`src/rtl/ringbuf_pkg.sv`:
```
// Shared definitions for the ring-buffer receive path: default sizes, the read
// FSM encoding and the modular pointer-difference helper.
package ringbuf_pkg;

  localparam int DEF_WIDTH  = 8;
  localparam int DEF_ADDR_W = 4;

  typedef enum logic {
    IDLE = 1'b0,
    HOLD = 1'b1
  } state_e;

  // Pointers carry one wrap bit above the index, so the difference is taken
  // modulo 2**ptr_w; callers truncate the result to their pointer width.
  function automatic logic [31:0] ptr_diff(input logic [31:0] a,
                                           input logic [31:0] b,
                                           input int          ptr_w);
    logic [31:0] mask;
    mask = (32'd1 << ptr_w) - 32'd1;
    return (a - b) & mask;
  endfunction

endpackage

```
`src/rtl/retrieve_stream_entry_mux.sv`:
```
// Combinational DEPTH:1 selector picking one WIDTH-bit entry out of the
// flattened storage array.
module entry_mux #(
  parameter int WIDTH  = 8,
  parameter int ADDR_W = 4,
  localparam int DEPTH = 2 ** ADDR_W
) (
  input  logic [WIDTH*DEPTH-1:0] buffer_i,
  input  logic [ADDR_W-1:0]      idx_i,
  output logic [WIDTH-1:0]       entry_o
);

  assign entry_o = buffer_i[idx_i*WIDTH +: WIDTH];

endmodule

```
`src/rtl/retrieve_stream.sv`:
```
// Read-side engine of the ring buffer: pops entries in order into a registered
// valid/ready output and tracks occupancy, underflow and overrun.
module retrieve_stream
  import ringbuf_pkg::*;
#(
  parameter int WIDTH  = DEF_WIDTH,
  parameter int ADDR_W = DEF_ADDR_W,
  localparam int DEPTH = 2 ** ADDR_W,
  localparam int PTR_W = ADDR_W + 1
) (
  input  logic                   clock,
  input  logic                   reset,
  input  logic                   outstrobe,
  input  logic                   flush,
  input  logic [WIDTH*DEPTH-1:0] buffer,
  input  logic [PTR_W-1:0]       ramadrs,
  output logic [WIDTH-1:0]       rxd,
  output logic                   rxd_valid,
  input  logic                   rxd_ready,
  output logic [PTR_W-1:0]       rd_ptr,
  output logic [PTR_W-1:0]       level,
  output logic                   empty,
  output logic                   underflow,
  output logic                   overrun
);

  state_e            state_q, state_d;
  logic [PTR_W-1:0]  rd_ptr_q, rd_ptr_d;
  logic [WIDTH-1:0]  rxd_q, rxd_d;
  logic              underflow_q, underflow_d;
  logic              overrun_q, overrun_d;

  logic [WIDTH-1:0]  head_entry;
  logic              slot_free;
  logic              pop;

  entry_mux #(
    .WIDTH  (WIDTH),
    .ADDR_W (ADDR_W)
  ) u_entry_mux (
    .buffer_i (buffer),
    .idx_i    (rd_ptr_q[ADDR_W-1:0]),
    .entry_o  (head_entry)
  );

  // Occupancy uses the pre-edge pointers, so a simultaneous write and pop
  // both see the same snapshot.
  assign level = PTR_W'(ptr_diff(32'(ramadrs), 32'(rd_ptr_q), PTR_W));
  assign empty = (rd_ptr_q == ramadrs);

  assign slot_free = (state_q == IDLE) || rxd_ready;
  assign pop       = outstrobe && !empty && slot_free;

  // NOTE: every variable gets its default before any branch; a path that left
  // one unassigned would infer a latch instead of combinational logic.
  always_comb begin
    state_d     = state_q;
    rd_ptr_d    = rd_ptr_q;
    rxd_d       = rxd_q;
    underflow_d = underflow_q || (outstrobe && empty && slot_free);
    overrun_d   = overrun_q || (level > PTR_W'(DEPTH));

    if (flush) begin
      rd_ptr_d    = ramadrs;
      state_d     = IDLE;
      underflow_d = 1'b0;
      overrun_d   = 1'b0;
    end else if (pop) begin
      rxd_d    = head_entry;
      rd_ptr_d = rd_ptr_q + PTR_W'(1);
      state_d  = HOLD;
    end else if (state_q == HOLD && rxd_ready) begin
      state_d = IDLE;
    end
  end

  // NOTE: state registers use non-blocking assignments so every flop samples
  // the pre-edge values regardless of statement order.
  always_ff @(posedge clock) begin
    if (reset) begin
      state_q     <= IDLE;
      rd_ptr_q    <= '0;
      rxd_q       <= '0;
      underflow_q <= 1'b0;
      overrun_q   <= 1'b0;
    end else begin
      state_q     <= state_d;
      rd_ptr_q    <= rd_ptr_d;
      rxd_q       <= rxd_d;
      underflow_q <= underflow_d;
      overrun_q   <= overrun_d;
    end
  end

  assign rxd       = rxd_q;
  assign rxd_valid = (state_q == HOLD);
  assign rd_ptr    = rd_ptr_q;
  assign underflow = underflow_q;
  assign overrun   = overrun_q;

endmodule

```
`config.mk`:
```
export PLATFORM = sky130hd
export DESIGN_NAME = retrieve_stream
export DESIGN_NICKNAME = d
export VERILOG_FILES = /design/src/rtl/ringbuf_pkg.sv /design/src/rtl/retrieve_stream_entry_mux.sv /design/src/rtl/retrieve_stream.sv
export SDC_FILE = /design/constraint.sdc
export NUM_CORES = 1
export LEC_CHECK = 0
export CAP_MARGIN = 5
export CORE_MARGIN = 10
export CORE_UTILIZATION = 37
export CTS_BUF_LIST = sky130_fd_sc_hd__clkbuf_16
export CTS_CLUSTER_DIAMETER = 150
export DETAILED_ROUTE_END_ITERATION = 7
export PLACE_DENSITY = 0.9
export SYNTH_ARGS = -nofsm -noshare
export SYNTH_HDL_FRONTEND = slang
export SYNTH_SLANG_ARGS = --single-unit
```
`constraint.sdc`:
```
create_clock -name clock -period 3.95 [get_ports clock]
set_input_delay 0.5925 -clock clock [delete_from_list [all_inputs] [get_ports clock]]
set_output_delay 0.5925 -clock clock [all_outputs]
set_load 0.01 [all_outputs]
```
Word level (Yosys, flattened, before mapping)
Cells that the tools add are included.
{ "classes": {"n_addsub": 2, "n_eq_ne": 1, "bitwise_logic": 2, "reduce_logical": 13, "n_mux": 4, "n_lt_le_gt_ge": 1, "n_shift": 1} }
{ "op_table": {"columns": ["cell", "n"], "rows": [
  ["$shiftx 128x8->8", 1],
  ["$mux 5", 2],
  ["$add 5x1->5 const B", 1],
  ["$eq 5x5->1", 1],
  ["$gt 5x5->1 const B", 1],
  ["$logic_and 1x1->1", 5],
  ["$sub 5x5->5", 1],
  ["$reduce_bool 2->1", 2],
  ["$logic_or 1x1->1", 3],
  ["$mux 1", 2],
  ["$not 1->1", 2],
  ["$reduce_and 2->1", 1],
  ["$reduce_or 2->1", 1],
  ["$logic_not 1->1", 1]
]} }
{ "totals": {"elab_cells": 29, "in_bits": 138, "regBits": 16, "output_inout_bits": 22} }

Depth between registers and ports, before layout
Gate-level depths: netlist (run 1).
{ "depth": {"word_depth": 6, "depth_mapped": 10, "mapped_depth_nobuf": 8} }

Hierarchy
Synthesis (run 1) repeated with hierarchy kept, for this count alone.
{ "hier_totals": {"hier_cells": 162, "hier_area_um2": 1901.8} }
{ "modules_own_cells": {"columns": ["mod", "cells_per_inst", "area_each_um2", "seq_area_each_um2", "instances"], "rows": [
  ["entry_mux", 70, 1033.5, 0.0, 1],
  ["retrieve_stream", 92, 868.3, 320.3, 1]
]} }

Worst setup path after synthesis (run 1)
OpenSTA, ideal clock, no wires.
{ "synth_path": {"path_kind": "register to register", "from": "register rd_ptr_q[2] (netlist: rd_ptr[2])", "to": "register rxd_q[0] (netlist: rxd[0])", "setup_time_ns": 0.112, "required_time_ns": 3.838, "stages_incl_launch_ff": 11, "path_slack_ns": 1.658, "arrival_ns": 2.180, "path_buffers": 4, "synth_period_minus_slack_ns": 2.292, "path_cell_list": "dfxtp_1 -> buf_6 -> buf_12 -> buf_2 -> inv_2 -> ha_1 -> nand4_2 -> o211ai_2 -> buf_4 -> nor4_2 -> a2111oi_1"} }
{ "synth_via": {"elab_chain_len": 5, "elab_cells_between_ends": 6, "classes_between": "eq/ne (1); shift (1); reduce/logical (4)"} }
{ "synth_lines": {"columns": ["item", "line", "text"], "rows": [
  ["from (decl)", "retrieve_stream.sv:28", "logic [PTR_W-1:0] rd_ptr_q, rd_ptr_d;"],
  ["from (signal assigned)", "retrieve_stream.sv:88", "rd_ptr_q <= rd_ptr_d;"],
  ["branches (longest 5 deep; another with $shiftx 128x8->8)", null, null],
  ["to (signal assigned)", "retrieve_stream.sv:89", "rxd_q <= rxd_d;"],
  ["to (decl)", "retrieve_stream.sv:29", "logic [WIDTH-1:0] rxd_q, rxd_d;"]
]} }
Parallel ways; which one is timed is not known.
A chain may end at the register's enable or synchronous reset.

Final worst setup path (run 1)
{ "layout_path": {"from": "input port ramadrs[0]", "to": "output port level[4]"} }
{ "layout_via": {"elab_chain_len": 1} }
{ "layout_lines": {"columns": ["item", "line", "text"], "rows": [
  ["from (decl)", "retrieve_stream.sv:16", "input logic [PTR_W-1:0] ramadrs,"],
  ["$sub 5x5->5", "ringbuf_pkg.sv:20", "return (a - b) & mask;"],
  ["to (decl)", "retrieve_stream.sv:21", "output logic [PTR_W-1:0] level,"]
]} }
Every way passes these cells.

==> metrics.md, run 1 <==
| Metric | Value |
|---|---|
| Worst EP required | 3360 ps |
| Die height | between 90 and 100 µm |
| Fin crit share | 0.791 |
| Via density per instance | 5.36 |
| Synth Flop Type | dfxtp_1 |
| Setup_tns | 0 ps |
| Skew final | roughly 2.7 ps |
| Global-route wire length before repair | 11,600 µm |
| Vias in the first global route | 2,340 |
| Post-CTS Hold Buffers | 0 |
| Detailed Place HPWL | 6660 µm |
| Worst R2R Start | rd_ptr[1] |
| Clock Sinks | 16 |
| GR Overflow Total | 0 |
| Die Wd | 94.7 µm |
| Average wire per standard cell | 20.1 µm |
| Hold Startpoint | underflow |
| Post-synth EDFFs | 0 |
| Leak pwr | 0.00133 µW |
| FF+latch area | roughly 320 µm² |
| H-tree Lvls | 1 |
| Slew headroom | 0.531 |
| Syn nets | 305 |
| Core ar. | around 5500 µm² |
| CP Class | primary input to output pin |
| Routability Congestion | 0.764 |
| Detailed Route WL | about 7700 µm |
| Footprint of the multi-input gates | 1530 µm² |
| Hold WC Path Type | register to register |
| Antenna Nets Post-Route | 0 |
| Gate Count Post-Synth | 161 |
| Yosys top cell area share | 0.218 |
| Post-synth top area cell | mux4_2 |
| Largest net degree at the start of global routing | 38 |
| First drt pass iteration count | 4 |
| Most common cell in the netlist | mux4_2 |
| Initial antenna violation count | 0 |
| Num ports | 160 |
| All-Layer GR Usage | 0.165 |
| Async set-reset flop share out of synthesis | 0 |
| Fin. Hold Viols | 0 |
| Worst-Skew Late Latency | ~240 ps |
| Row Count | 27 |
| Fillers | 463 |
| Root Buffer | clkbuf_16 |
| Crit path max fanout | 2 |
| Status | complete, no violations |
| Yosys cell types | 46 |
| DRC | 0 |
| Layout cell share with drive strength beyond 1 | 0.151 |
| CP arrival | 2530 ps |
| Seq cells post-synth | 16 |
| Cells taking the most area after synthesis | mux4_2, dfxtp_1, mux4_1 |
| Synthesized area | 2060 µm² |
| Warnings, synthesis | 0 |
| Post-CTS Setup Inserts | 0 |
| Initial DRC Count | 64 |
| Nets | 458 |
| CTS tree | yes |
| Max clock buf depth | 2 |
| Max VDD drop | 204 µV |
| CP Capture Type | output pin |
| Antenna diodes | 0 |
| Setup crit start | ramadrs[0] |
| Vias | about 2,100 |
| Sequential share of the synthesized area | 0.155 |
| Power per cell area | 217 nW/µm² |
| RSZ-0062 raised after global routing | no |
| Clock-pin slew on the worst setup and hold paths | about 50 ps |
| MaxCap Viol Count | 0 |
| Commonest cells post-synth | mux4_2, dfxtp_1, a21oi_1, mux4_1 |
| # setup viols final | 0 |
| Fin. max-slew vios | 0 |
| Total CTS buffers | 3 |
| Avg Cell Area, Syn | 12.8 µm² |
| Worst Setup Start Kind | primary input |
| Peak Freq | 0.320 GHz |
| PortBufs | ~160 |
| Post-CTS Resized | 0 |
| Final hold slack | 530 ps |
| Die area | 8960 µm² |
| Post-route minimum period | approximately 3100 ps |
| Layout area overhead | 78.7% |
| Actual slew at the worst max-slew pin | 702 ps |
| Starting Density | 0.377 |
## final timing paths
| kind | slack [ps] | end | cells after the start |
|---|---|---|---|
| worst max-delay path | 830 | level[4] | 9 |
| worst min-delay path | 530 | underflow | 2 |
| worst max register to register | 1250 | rxd[3] | 7 |
| worst min register to register | 530 | underflow | 2 |
## cell type report
cell class	count	area share
Inverter	8	0.0156
Timing Repair Buffer	162	0.438
Multi-Input combinational cell	123	0.414
Tap cell	72	0.0244
Sequential cell	16	0.0873
Clock buffer	3	0.0204
## sequential cells by signal, indices dropped and copies added, names as in the netlist
name and cells:
rxd 8, rd_ptr 5, overrun 1, rxd_valid 1, underflow 1
## critical path: stages
cell,delay [ps]
clkdlybuf4s50_1,400
inv_1,70
ha_1,160
inv_1,50
fa_1,400
nand3_1,120
a21oi_1,90
nor2_1,110
clkdlybuf4s50_1,540
## stage by stage
step | instance area [µm²] | worst slack, ps | instances | util | power (µW)
2_1_floorplan | 2060 | 1660 | 161 | - | 412
3_3_place_gp | 3610 | 848 | 381 | 0.660 | 603
6_report | 3680 | 826 | 384 | 0.673 | 798
3_5_place_dp | 3610 | 826 | 381 | 0.660 | 612
4_1_cts | 3680 | 823 | 384 | 0.673 | 810
5_1_grt | 3680 | 714 | 384 | 0.673 | 846
## kinds of logic after synthesis
| logic type | synth area share |
|---|---|
| AO/OA/AOI/OAI | 0.128 |
| XOR/XNOR | 0.0206 |
| adder cells (fa/ha/maj) | 0.0400 |
| buffers and inverters | 0.104 |
| flip-flops | 0.155 |
| multiplexers | 0.454 |
| AND/OR/NAND/NOR | 0.0977 |
## layout by cell type, fill, tap and decap left out, types with 3 or more instances in the layout
cell type / Yosys / routed
nor4_2: 5 / 5
nor4_1: 3 / 3
clkbuf_16: 0 / 3
ha_1: 5 / 5
mux2_2: 8 / 8
mux4_1: 12 / 12
inv_1: 5 / 5
mux2i_1: 8 / 8
a21oi_1: 12 / 12
a2111oi_1: 8 / 8
mux4_2: 20 / 20
clkdlybuf4s50_1: 0 / 159
or3_1: 3 / 3
nand3_1: 3 / 3
buf_4: 3 / 3
nand2_1: 3 / 3
nor2_1: 5 / 5
dfxtp_1: 16 / 15
## power by group
| group | switching [µW] | total [µW] | internal [µW] |
|---|---|---|---|
| combinational | 147 | 422 | 275 |
| sequential | 8.17 | 183 | 175 |
| clock | 61.2 | 194 | 133 |
## routing by layer
layer | wire length, µm | up-vias | global-route usage
met1 | 2550 | 972 | 0.158
li1 | - | 994 | -
met3 | 667 | 6 | 0.0674
met2 | 4440 | 85 | 0.326
met4 | 70 | 0 | 0.0212
met5 | 0 | - | 0
(Power assumes the default switching activity.)
==> run 2: changes to the inputs <==
- CORE_UTILIZATION: 37 -> 31
- PLACE_DENSITY: 0.9 -> 0.81
- clock period: 3.95 -> 2.5 ns (I/O delays scaled with it)
==> run 2 against run 1 <==
Effect of this change:
- setup slack worse by 740 ps
- cell count up 3.4%
- cell area up 2.2%
- critical path depth unchanged
- via count up 4.1%
- flip-flop and latch count unchanged
- clock power up 62%
- global-route usage down 1.7 points
- non-clock buffer count up 7
- register-to-register slack worse by 890 ps
- critical endpoint unchanged
==> metrics.md, run 2 (synthesis gave the netlist of run 1 again) <==
| Metric | Value |
|---|---|
| Post-CTS Setup Inserts | 0 |
| Max clock buf depth | 2 |
| Hold Startpoint | underflow |
| Detailed Place HPWL | 6870 µm |
| Setup_tns | 0 ps |
| Vias | 2,141 |
| PortBufs | 159 |
| CP Capture Type | output pin |
| Clock Sinks | 16 |
| Nets | 465 |
| Dpl cell area | 3670 µm² |
| Skew final | 3.39 ps |
| Antenna diodes | 0 |
| Reg2reg path depth | 7 |
| CP Buf/Inv Count | 4 |
| Tot Pwr | approximately 1300 µW |
| Fin crit share | 0.967 |
| Initial antenna violation count | 0 |
| Worst EP required | 2120 ps |
| DRC | 0 |
| Fin. max-slew vios | 0 |
| Peak Freq | 0.414 GHz |
| Fillers | 538 |
| FF+latch area | around 320 µm² |
| Place WS | -192 ps |
| Fin. Hold Viols | 0 |
| Clock-pin slew on the worst setup and hold paths | around 50 ps |
| Vias in the first global route | 2,411 |
| Worst path depth | 9 |
| Average wire per standard cell | between 20 and 25 µm |
| Worst R2R Start | rd_ptr[3] |
| CP arrival | 2040 ps |
| Slew headroom | 0.595 |
| Num ports | 160 |
| Core ar. | 6420 µm² |
| FF-to-FF End | rxd[5] |
| GR Overflow Total | 0 |
| CP Cell Sequence | clkdlybuf4s50_1 > inv_1 > ha_1 > inv_1 > fa_2 > nand3_1 > and3_1 > nor2_1 > dlygate4sd2_1 |
| Global-route wire length before repair | 12,100 µm |
| Actual slew at the worst max-slew pin | between 600 and 700 ps |
| Post-route minimum period | 2420 ps |
| Crit-path max cell delay | 390 ps |
| Layout cell share with drive strength beyond 1 | 0.181 |
| Detailed Route WL | 8080 µm |
| Crit path max fanout | 2 |
| Starting Density | 0.321 |
| Total CTS buffers | 3 |
| Max VDD drop | between 200 and 300 µV |
| Root Buffer | clkbuf_16 |
| Final core utilization | 0.587 |
| Power per cell area | between 300 and 400 nW/µm² |
| Setup crit end | level[4] |
| Footprint of the multi-input gates | 1540 µm² |
| H-tree Lvls | 1 |
| Final worst setup slack | 82.6 ps |
| Die height | 102 µm |
| All-Layer GR Usage | 0.148 |
| Worst Setup Start Kind | primary input |
| Initial DRC Count | 55 |
| Largest net degree at the start of global routing | 38 |
| Design area | 3770 µm² |
| Setup crit start | ramadrs[0] |
| Status | complete, no violations |
| Commonest non-fill, non-tap cells in the layout | clkdlybuf4s50_1, mux4_2, dfxtp_1 |
| Antenna Nets Post-Route | 0 |
| Routability Congestion | 0.812 |
| Hold WC Path Type | register to register |
| CTS tree | yes |
| Max FFs per register | 8 |
| Leak pwr | 0.00140 µW |
| R2r setup slk | 360 ps |
| CP top delay family | buffers and inverters |
| Via density per instance | around 5.4 |
| Layout area overhead | 82.7% |
| Worst-Skew Late Latency | 250 ps |
| Die area | 10,300 µm² |
| CP dominant cell by count | inv_1 |
| Die Wd | 102 µm |
| # setup viols final | 0 |
| First drt pass iteration count | 4 |
| Row Count | 29 |
| CP max stage cell | clkdlybuf4s50_1 |
| MaxCap Viol Count | 0 |
| CP Class | primary input to output pin |
| Most common cell after layout, fill and taps aside | clkdlybuf4s50_1 |
==> run 2: cell count changes in the layout (fill, tap and decap cells not counted), sizes merged <==
cell	previous run	this run
clkdlybuf4s50	159	154
clkinv	0	1
dlymetal6s2s	0	2
buf	3	10
dlygate4sd2	0	3
==> run 2: timing repair <==
item / CTS / global route
hold buffers: 0 / 0
endpoints found under the hold margin: 0 / 0
resized for setup: 3 / 5
setup endpoints to repair: 3 / 3
gates cloned: 0 / 0
==> run 2: final cells by class <==
| cell class | instances | share of cell area |
|---|---|---|
| clock inverter | 1 | 0.000996 |
| inverter | 8 | 0.0153 |
| clock buffer | 3 | 0.0199 |
| multi-input combinational | 123 | 0.410 |
| sequential | 16 | 0.0857 |
| tap | 77 | 0.0256 |
| timing repair buffer | 169 | 0.443 |
==> run 2: how the worst min path moves through the flow <==
stage               cells past startpoint         to
CTS                                     2     rxd[1]
finish                                  2  underflow
floorplan                               1     rxd[2]
global placement                        2     rxd[6]
global route                            2     rxd[5]
detailed placement                      2  underflow
==> run 2: tightest hold or removal path, cell delays in order, from the launching register on <==
cell and delay, ps:
dfxtp_1 320, a31oi_1 40, nor3_1 100
==> run 2: routing by layer <==
layer	up-vias	track usage	wire, µm
li1	1010	-	-
met1	1039	0.142	2660
met2	90	0.288	4520
met3	2	0.0735	896
met4	0	0.00660	7
met5	-	0	0
==> run 2: report_power, final <==
part           switching, µW  internal [µW]
Sequential              11.4            276
Combinational            241            440
Clock                    102            212
Total                    354            929
==> run 2: metrics by stage <==
stage / hold WS [ps] / instances
after floorplan: 452 / 161
after global routing: 555 / 397
after CTS: 527 / 397
final: 518 / 397
after detailed placement: 517 / 393
after global placement: 507 / 393
==> run 3: changes to the inputs <==
- CORE_MARGIN: 10 -> not set
==> run 3 against run 2 <==
Effect of this change:
- clock power fell by 2%
- combinational power is essentially flat
- critical path depth is 2 lower
- clock skew is 2.2 ps higher
- via count grew 1.1%
- setup slack gained 50 ps
- wire length shrank 18%
- hold slack improved by 5.7 ps
- cell count grew 0.25%
- critical path type unchanged
- critical endpoint is now level[2]
- largest cell class unchanged
==> metrics.md, run 3 (synthesis gave the netlist of run 1 again) <==
| Metric | Value |
|---|---|
| Crit path max fanout | 2 |
| Slew headroom | 0.584 |
| CP Cell Sequence | clkdlybuf4s50_1 > inv_1 > ha_1 > inv_1 > fa_2 > xor2_1 > dlygate4sd2_1 |
| Crit-path max cell delay | slightly above 400 ps |
| CP Class | primary input to output pin |
| Most common cell after layout, fill and taps aside | clkdlybuf4s50_1 |
| Leak pwr | 0.00140 µW |
| Fin. max-slew vios | 0 |
| Die area | around 7000 µm² |
| Post-CTS Hold Buffers | 0 |
| DP Cell Count | just under 400 |
| RSZ-0062 raised after global routing | no |
| R2r setup slk | 420 ps |
| Clock Sinks | 16 |
| Fin crit share | 0.947 |
| Post-route minimum period | 2370 ps |
| CP Capture Type | output pin |
| Global-route wire length before repair | 10,400 µm |
| Layout cell share with drive strength beyond 1 | 0.190 |
| Final core utilization | 0.593 |
| Fin. Hold Viols | 0 |
| Worst Setup Start Kind | primary input |
| Die height | about 84 µm |
| Max clock buf depth | 2 |
| PortBufs | 159 |
| # setup viols final | 0 |
| Max VDD drop | 351 µV |
| Place WS | -211 ps |
| Non-filler instance count after layout | 398 |
| Clock-pin slew on the worst setup and hold paths | ~50 ps |
| GR Overflow Total | 0 |
| Layout area overhead | 83.6% |
| Worst EP required | 2120 ps |
| First drt pass iteration count | 4 |
| Tot Pwr | 1270 µW |
| Skew final | approximately 5.6 ps |
| Root Buffer | clkbuf_16 |
| Initial antenna violation count | 0 |
| Average wire per standard cell | ~17 µm |
| Dpl cell area | about 3700 µm² |
| Actual slew at the worst max-slew pin | 622 ps |
| Core ar. | 6390 µm² |
| All-Layer GR Usage | 0.186 |
| Starting Density | 0.323 |
| Row Count | 29 |
| WHS Path Cells | 2 |
| FF-to-FF End | rxd[1] |
| Worst R2R Start | rd_ptr[3] |
| Die Wd | approximately 84 µm |
| Fillers | between 500 and 600 |
| Detailed Place HPWL | around 5400 µm |
| Max FFs per register | 8 |
| CP dominant cell by count | inv_1 |
| Num ports | 160 |
| CP arrival | 1990 ps |
| Peak Freq | roughly 0.42 GHz |
| Power per cell area | 337 nW/µm² |
| Design area | around 3800 µm² |
| Largest net degree at the start of global routing | 38 |
| Vias in the first global route | 2,186 |
| MaxCap Viol Count | 0 |
| CP max stage cell | clkdlybuf4s50_1 |
| Status | complete, no violations |
| Worst-Skew Late Latency | 240 ps |
| CTS tree | yes |
| Reg2reg path depth | 7 |
| DRC | 0 |
| Commonest non-fill, non-tap cells in the layout | clkdlybuf4s50_1, mux4_2, dfxtp_1 |
| Initial DRC Count | 59 |
| Via density per instance | 5.44 |
| Routability Congestion | ~0.79 |
| H-tree Lvls | 1 |
| Total CTS buffers | 3 |
| Hold Startpoint | rxd[2] |
| Hold Path Sink | rxd[2] |
| Antenna Nets Post-Route | 0 |
| Hold WC Path Type | register to register |
| Vias | 2,165 |
| Setup crit start | ramadrs[0] |
| Antenna diodes | 0 |
| Nets | roughly 470 |
| Final worst setup slack | about 130 ps |
| Detailed Route WL | around 6600 µm |
## run 3: changes by cell type in the layout (fill, tap and decap cells not counted), sizes merged
| cell | previous run | this run |
|---|---|---|
| clkdlybuf4s50 | 154 | 153 |
| clkinv | 1 | 0 |
| buf | 10 | 12 |
| clkbuf | 3 | 4 |
## run 3: final cells by class
| class | count | area (µm²) | share of cell area |
|---|---|---|---|
| well taps | 77 | 96.3 | 0.0254 |
| clock buffers | 3 | 75.1 | 0.0198 |
| multi-input cells | 123 | 1560 | 0.411 |
| repair buffers | 171 | 1680 | 0.443 |
| flip-flops and latches | 16 | 322 | 0.0849 |
| inverters | 8 | 57.6 | 0.0152 |
## run 3: through the flow
step                      TNS [ps]  hold slack [ps]
after global routing             0              544
after detailed placement      -435              518
after floorplan                  0              452
after global placement        -234              511
after CTS                        0              525
final                            0              523
## run 3: worst max path at each step
stage                     endpoint  slack [ps]  cells past startpoint
final                     level[2]         130                      7
after global routing      level[2]          40                      7
after CTS                    empty           3                      5
after detailed placement  level[4]        -210                      9
after global placement    level[4]        -150                      9
after floorplan             rxd[0]         210                     10
## run 3: critical path: cells and delay by family
family | cells | cell delay [ps]
fa+ha+maj | 2 | 530
xor+xnor | 1 | 210
buf+inv | 4 | 880
## run 3: timing repair
action,CTS,global route
setup buffers,0,1
cloned,0,0
pin swaps,0,1
setup endpoints to repair,4,2
resized for setup,5,8
## run 3: where the power goes
group | switching [µW] | internal [µW] | leakage, µW
Sequential | 11.1 | 276 | 0.000132
Clock | 98.5 | 210 | 0.0000370
Combinational | 240 | 440 | 0.00124
Total | 349 | 926 | 0.00140
## run 3: per-layer routing
layer	GRT usage	vias to the layer above	wire length, µm
met2	0.349	113	3590
li1	-	1014	-
met3	0.0406	8	527
met4	0.0385	0	89
met5	0	-	0
met1	0.216	1030	2420
